$ cat src/rtl/fb_loader_if.sv
// Byte-stream input and framebuffer write-port bundle for fb_loader.
interface fb_loader_if #(
    parameter int unsigned XW = 7,
    parameter int unsigned YW = 7
);
    logic [7:0]    in_data;
    logic          in_valid;
    logic          in_ready;
    logic [XW-1:0] wr_x;
    logic [YW-1:0] wr_y;
    logic [7:0]    wr_data;
    logic          wr_valid;
    logic          wr_ready;
    logic          busy;
    logic          pkt_done;
    logic          err;

    modport master (
        output in_data, in_valid, wr_ready,
        input  in_ready, wr_x, wr_y, wr_data, wr_valid, busy, pkt_done, err
    );

    modport slave (
        input  in_data, in_valid, wr_ready,
        output in_ready, wr_x, wr_y, wr_data, wr_valid, busy, pkt_done, err
    );
endinterface

$ cat src/rtl/fb_loader.sv
// Packet parser that turns a byte stream into framebuffer pixel writes.
// Optional trailing XOR checksum is enabled by defining FB_LOADER_CHECKSUM_EN.
module fb_loader #(
    parameter int unsigned W    = 128,
    parameter int unsigned H    = 128,
    parameter logic [7:0]  SYNC = 8'hA5
) (
    input logic      clk,
    input logic      rst_n,
    fb_loader_if.slave bus
);
    localparam int unsigned XW = $clog2(W);
    localparam int unsigned YW = $clog2(H);

    typedef enum logic [2:0] {StIdle, StX, StY, StCnt, StData, StChk} state_e;

    state_e        state_q, state_d;
    logic [XW-1:0] x_q, x_d, wx_q, wx_d;
    logic [YW-1:0] y_q, y_d, wy_q, wy_d;
    logic [8:0]    cnt_q, cnt_d;
    logic [7:0]    wdata_q, wdata_d;
    logic          wvalid_q, wvalid_d;
    logic          done_q, done_d;
    logic          in_ready;
    logic          accept;
`ifdef FB_LOADER_CHECKSUM_EN
    logic [7:0]    csum_q, csum_d;
    logic          err_q, err_d;
`endif

    // The output register only blocks input while it holds an unconsumed write.
    always_comb begin
        in_ready = 1'b1;
        if (state_q == StData || state_q == StChk) in_ready = !wvalid_q || bus.wr_ready;
    end
    assign accept = bus.in_valid && in_ready;

    always_comb begin
        state_d  = state_q;
        x_d      = x_q;
        y_d      = y_q;
        cnt_d    = cnt_q;
        wx_d     = wx_q;
        wy_d     = wy_q;
        wdata_d  = wdata_q;
        wvalid_d = wvalid_q && !bus.wr_ready;
        done_d   = 1'b0;
`ifdef FB_LOADER_CHECKSUM_EN
        csum_d   = csum_q;
        err_d    = err_q;
`endif
        if (accept) begin
`ifdef FB_LOADER_CHECKSUM_EN
            if (state_q != StIdle && state_q != StChk) csum_d = csum_q ^ bus.in_data;
`endif
            unique case (state_q)
                StIdle: begin
                    if (bus.in_data == SYNC) begin
                        state_d = StX;
`ifdef FB_LOADER_CHECKSUM_EN
                        csum_d  = 8'h00;
                        err_d   = 1'b0;
`endif
                    end
                end
                StX: begin
                    x_d     = bus.in_data[XW-1:0];
                    state_d = StY;
                end
                StY: begin
                    y_d     = bus.in_data[YW-1:0];
                    state_d = StCnt;
                end
                StCnt: begin
                    cnt_d   = (bus.in_data == 8'h00) ? 9'd256 : {1'b0, bus.in_data};
                    state_d = StData;
                end
                StData: begin
                    wdata_d  = bus.in_data;
                    wx_d     = x_q;
                    wy_d     = y_q;
                    wvalid_d = 1'b1;
                    // Power-of-two dimensions make both wraps natural overflow.
                    x_d      = x_q + XW'(1);
                    if (x_q == XW'(W - 1)) y_d = y_q + YW'(1);
                    cnt_d    = cnt_q - 9'd1;
                    if (cnt_q == 9'd1) begin
`ifdef FB_LOADER_CHECKSUM_EN
                        state_d = StChk;
`else
                        state_d = StIdle;
                        done_d  = 1'b1;
`endif
                    end
                end
`ifdef FB_LOADER_CHECKSUM_EN
                StChk: begin
                    if (bus.in_data != csum_q) err_d = 1'b1;
                    done_d  = 1'b1;
                    state_d = StIdle;
                end
`endif
                default: state_d = StIdle;
            endcase
        end
    end

    always_ff @(posedge clk) begin
        if (!rst_n) begin
            state_q  <= StIdle;
            x_q      <= '0;
            y_q      <= '0;
            cnt_q    <= '0;
            wx_q     <= '0;
            wy_q     <= '0;
            wdata_q  <= '0;
            wvalid_q <= 1'b0;
            done_q   <= 1'b0;
`ifdef FB_LOADER_CHECKSUM_EN
            csum_q   <= '0;
            err_q    <= 1'b0;
`endif
        end else begin
            state_q  <= state_d;
            x_q      <= x_d;
            y_q      <= y_d;
            cnt_q    <= cnt_d;
            wx_q     <= wx_d;
            wy_q     <= wy_d;
            wdata_q  <= wdata_d;
            wvalid_q <= wvalid_d;
            done_q   <= done_d;
`ifdef FB_LOADER_CHECKSUM_EN
            csum_q   <= csum_d;
            err_q    <= err_d;
`endif
        end
    end

    assign bus.in_ready = in_ready;
    assign bus.wr_x     = wx_q;
    assign bus.wr_y     = wy_q;
    assign bus.wr_data  = wdata_q;
    assign bus.wr_valid = wvalid_q;
    assign bus.busy     = (state_q != StIdle);
    assign bus.pkt_done = done_q;
`ifdef FB_LOADER_CHECKSUM_EN
    assign bus.err      = err_q;
`else
    assign bus.err      = 1'b0;
`endif
endmodule

$ cat src/flat_wrapper.sv
// flat-port wrapper written by rule: the top's interface ports become plain ports
module fb_loader_flat 
#(
    parameter int unsigned W    = 128,
    parameter int unsigned H    = 128,
    parameter logic [7:0]  SYNC = 8'hA5
)
  (clk, rst_n, bus_in_data, bus_in_valid, bus_wr_ready, bus_in_ready, bus_wr_x, bus_wr_y, bus_wr_data, bus_wr_valid, bus_busy, bus_pkt_done, bus_err);
  fb_loader_if #(.XW(7), .YW(7)) bus_i ();
  input logic clk;
  input logic rst_n;
  input wire logic [$bits(bus_i.in_data)-1:0] bus_in_data;
  input wire logic [$bits(bus_i.in_valid)-1:0] bus_in_valid;
  input wire logic [$bits(bus_i.wr_ready)-1:0] bus_wr_ready;
  output wire logic [$bits(bus_i.in_ready)-1:0] bus_in_ready;
  output wire logic [$bits(bus_i.wr_x)-1:0] bus_wr_x;
  output wire logic [$bits(bus_i.wr_y)-1:0] bus_wr_y;
  output wire logic [$bits(bus_i.wr_data)-1:0] bus_wr_data;
  output wire logic [$bits(bus_i.wr_valid)-1:0] bus_wr_valid;
  output wire logic [$bits(bus_i.busy)-1:0] bus_busy;
  output wire logic [$bits(bus_i.pkt_done)-1:0] bus_pkt_done;
  output wire logic [$bits(bus_i.err)-1:0] bus_err;
  assign bus_i.in_data = bus_in_data;
  assign bus_i.in_valid = bus_in_valid;
  assign bus_i.wr_ready = bus_wr_ready;
  assign bus_in_ready = bus_i.in_ready;
  assign bus_wr_x = bus_i.wr_x;
  assign bus_wr_y = bus_i.wr_y;
  assign bus_wr_data = bus_i.wr_data;
  assign bus_wr_valid = bus_i.wr_valid;
  assign bus_busy = bus_i.busy;
  assign bus_pkt_done = bus_i.pkt_done;
  assign bus_err = bus_i.err;
  fb_loader #(.W(W), .H(H), .SYNC(SYNC)) u_core (.clk(clk), .rst_n(rst_n), .bus(bus_i));
endmodule
$ cat config.mk
export PLATFORM = sky130hd
export DESIGN_NAME = fb_loader_flat
export DESIGN_NICKNAME = d
export VERILOG_FILES = /design/src/rtl/fb_loader_if.sv /design/src/rtl/fb_loader.sv /design/src/flat_wrapper.sv
export SDC_FILE = /design/constraint.sdc
export NUM_CORES = 1
export LEC_CHECK = 0
export CORE_MARGIN = 8
export CORE_UTILIZATION = 39
export CTS_CLUSTER_SIZE = 40
export DETAILED_ROUTE_END_ITERATION = 8
export GPL_ROUTABILITY_DRIVEN = 0
export REMOVE_ABC_BUFFERS = 1
export SYNTH_ARGS = -nofsm -noshare
export SYNTH_HDL_FRONTEND = slang
export SYNTH_SLANG_ARGS = --single-unit
$ cat constraint.sdc
create_clock -name clk -period 2.8 [get_ports clk]
set_input_delay 0.42 -clock clk [delete_from_list [all_inputs] [get_ports clk]]
set_output_delay 0.42 -clock clk [all_outputs]
set_load 0.05 [all_outputs]
==> results <==
- The count of nets left with antenna violations after detail routing is 0.
- The number of global-route vias before repair was approximately 2200.
- The shortest clock period the worst path allows after layout is between 2000 and 2500 ps.
- The number of levels in the clock H-tree is 2.
- Timing would allow up to between 400 and 500 MHz.
- Prior to clock tree synthesis, the placed netlist has a worst setup slack of roughly 410 ps.
- The average size of a mapped cell is ~8 um2.
- After the first detailed-routing iteration, the DRC count stood at around 190.
- The data arrival time of the critical path is ~1900 ps.
- For this design, the CTS-stage hold fixing added 0 buffers.
- The hold violation count in the final report is 0.
- The synthesis-to-finish area growth is 21.6%.
- Cell internal power was estimated by the tool at ~900 uW.
- The share of the cycle needed by the critical path after routing is 0.821.
- The number of flops mapped to enable cells by yosys is 0.
- The die covers between 9000 and 10000 um2.
- Of the total power, registers draw 0.596.
- Of the total power, the share spent switching nets is 0.242.
- The pin count of the biggest net entering global routing is 27.
- The clock latency of the later-clocked register in the worst-skew pair is roughly 300 ps.
- Setup repair after global routing left no endpoint under its margin.
- The yosys synthesis warning count is 0.
- After routing the design area is ~3100 um2.
- Dividing total power by cell area gives a power density of slightly below 400 nW/um2.
- The type of the worst setup path is flip-flop to primary output.
- The initial antenna violation count is 0.
- The run finished with clean final reports.
- The number of rows created at floorplan is 29.
- Counting the fill cells in the layout gives 625.
- After detailed routing, the number of remaining DRC violations is 0.
- After clock tree synthesis, the clock-pin slew on the worst setup and hold paths is around 90 ps.
- The footprint of the multi-input gates is between 1000 and 1500 um2.
- The max-slew violation count is 0.
- The sum of net half-perimeters after detailed placement is 4890 um.
- Port buffering added 37 buffers.
- The kind of start point of the critical path is a flip-flop.
- The normalized max-slew margin is 0.542.
- The initial core utilization is 0.400.
- The fraction of final layout cells sized beyond drive strength 1 is 0.0966.
- STA classifies the critical path endpoint as a primary output.
- Counting the buffers created by CTS gives 5.
- The die boundary width is a little under 100 um.
- The reported net switching power is about 290 uW.
- The count of mapped cells out of synthesis is 320.
- The worst clock skew is 6.09 ps.
- The worst path required time is roughly 2400 ps.
- The tree is rooted in a sky130_fd_sc_hd__clkbuf_8.
- Summed over all cells, the static leakage comes to slightly below 1 nW.
- Measured on the finished design, the core utilization comes to 0.486.
- The number of detailed-route iterations in the first pass is 4.
- After detailed routing, the average wire length per cell comes to ~16 um.
- The worst path meets setup with approximately 500 ps of slack.
- The maximum clock path buffer count is 2.
- Total power for the finished layout comes to 1.19 mW.
- The top cell type's share of synthesized area is 0.399.
- The slew at the pin closest to its max-slew limit is ~680 ps.
- The number of sinks driven by the clock tree is 50.
- The repair_antennas step left the layout with diodes totalling 0.
- The total standard cell area after synthesis is roughly 2500 um2.
- The tool flagged a number of max-cap violations equal to 0.
- The post-synthesis sequential area ratio is 0.399.
- Ranked by total cell area, the synthesized netlist is headed by sky130_fd_sc_hd__dfxtp_1, sky130_fd_sc_hd__nand2_1, sky130_fd_sc_hd__a21oi_1, sky130_fd_sc_hd__a211o_1, sky130_fd_sc_hd__clkbuf_1.
- The final layout net count is 368.
- The type of the tightest min-delay check is flip-flop to flip-flop.
- The total wire length is 6970 um.
- The power share of the combinational group is 0.060.
- Across every metal layer, demand over resource in global routing totals 0.155.
- TritonCTS built the clock tree.
- Gates resized during post-CTS repair numbered 0.
- In the layout the commonest cells are sky130_fd_sc_hd__nand2_1, sky130_fd_sc_hd__dfxtp_1, sky130_fd_sc_hd__a21oi_1, sky130_fd_sc_hd__clkdlybuf4s50_1, sky130_fd_sc_hd__buf_4.
- The clock share of power is 0.344.
- Along the worst path, the maximum fanout reaches 13.
- For this block, the via count after detailed routing is between 2000 and 2500.
- Setup violations remaining at the end of the flow were counted as 0.
- IR analysis of the VDD net gives a maximum drop of 0.303 mV.
- Summed over all layers, the global routing overflow is 0.
- The top-level port count is 39.
- In this run, synthesis produced a sequential element count of 50.
- After detailed routing, the number of vias per cell comes to ~5.6.
- In the final timing run, aggregate negative setup slack is 0 ps.
- The storage element area is roughly 1000 um2.
- The core area is 6280 um2.
- Synthesis instantiated between 50 and 60 different standard cells from the library.
- After clock tree synthesis, the setup repair step added 0 buffers.
- The placed cell area is between 2000 and 3000 um2.
- In the synthesized netlist the async set-or-reset flop fraction comes to 0.
- In the synthesized netlist the dominant register cell turns out to be sky130_fd_sc_hd__dfxtp_1.
- From bottom edge to top edge, the die measures approximately 96 um.
- The commonest non-fill, non-tap cell in the layout is sky130_fd_sc_hd__nand2_1.
- The library cell with the largest summed area after synthesis is sky130_fd_sc_hd__dfxtp_1.
- The first global-routing pass estimated between 10000 and 15000 um of wire.
==> final cells by class <==
class | count | share of cell area
Clock buffer | 5 | 0.0226
Clock inverter | 2 | 0.00328
Inverter | 6 | 0.00738
Multi-Input combinational cell | 238 | 0.452
Sequential cell | 50 | 0.328
Tap cell | 77 | 0.0316
Timing Repair Buffer | 51 | 0.155
==> per-layer routing <==
layer  global-route usage  vias to the layer above  wire [um]
met1                0.218                     1111       3380
met2                0.233                       66       3090
li1                     -                     1220          -
met3               0.0320                        4        460
met4               0.0423                        0         42
met5                    0                        -          0
==> cell usage after synthesis (all sizes together) (6+ instances only) <==
library cell,count
nor2,11
a211oi,6
a211o,9
o31ai,6
nand3,8
dfxtp,50
a31oi,9
or3,7
clkbuf,17
buf,9
nand2,66
a21oi,40
o21ai,9
==> per-stage QoR <==
step	cells	hold WS (ps)
after global routing	429	476
after CTS	429	461
after floorplan	294	442
final	429	456
after global placement	422	442
after detailed placement	422	448
==> final timing paths <==
check,start,cells past startpoint,slack [ps],end
setup / recovery,u_core.state_q[2],3,500,bus_in_ready
hold / removal,u_core.bus.wr_data[7],2,460,u_core.bus.wr_data[7]
setup reg to reg,u_core.state_q[2],4,580,u_core.y_q[5]
hold reg to reg,u_core.bus.wr_data[7],2,460,u_core.bus.wr_data[7]
==> power by group through the flow <==
stage                     registers, mW  logic, mW  clock network (mW)
after global placement            0.727     0.0718                   0
final                             0.711     0.0717               0.411
after global routing              0.711     0.0776               0.448
after floorplan                   0.727     0.0252                   0
after CTS                         0.711     0.0713               0.423
after detailed placement          0.727     0.0711                   0
==> kinds of logic after synthesis <==
kind of cell	count (synthesis)	share of synthesized area
compound gates	105	0.277
flops	50	0.399
buf+inv	32	0.0534
simple gates	128	0.249
fa+ha+maj	4	0.0200
other cells	1	0.00149
==> flip-flops by register name, summed over array words and instances, names as in the netlist <==
signal               count
u_core.cnt_q             9
u_core.bus.wr_data       8
u_core.bus.wr_x          7
u_core.bus.wr_y          7
u_core.x_q               7
u_core.y_q               7
u_core.state_q           3
u_core.bus.pkt_done      1
u_core.bus.wr_valid      1
==> critical path, stage by stage, from the launching register on <==
cell                       delay, ps
sky130_fd_sc_hd__dfxtp_1         540
sky130_fd_sc_hd__nor4bb_1        600
sky130_fd_sc_hd__inv_1           190
sky130_fd_sc_hd__buf_4           240
Power figures use the tool's default switching activity.
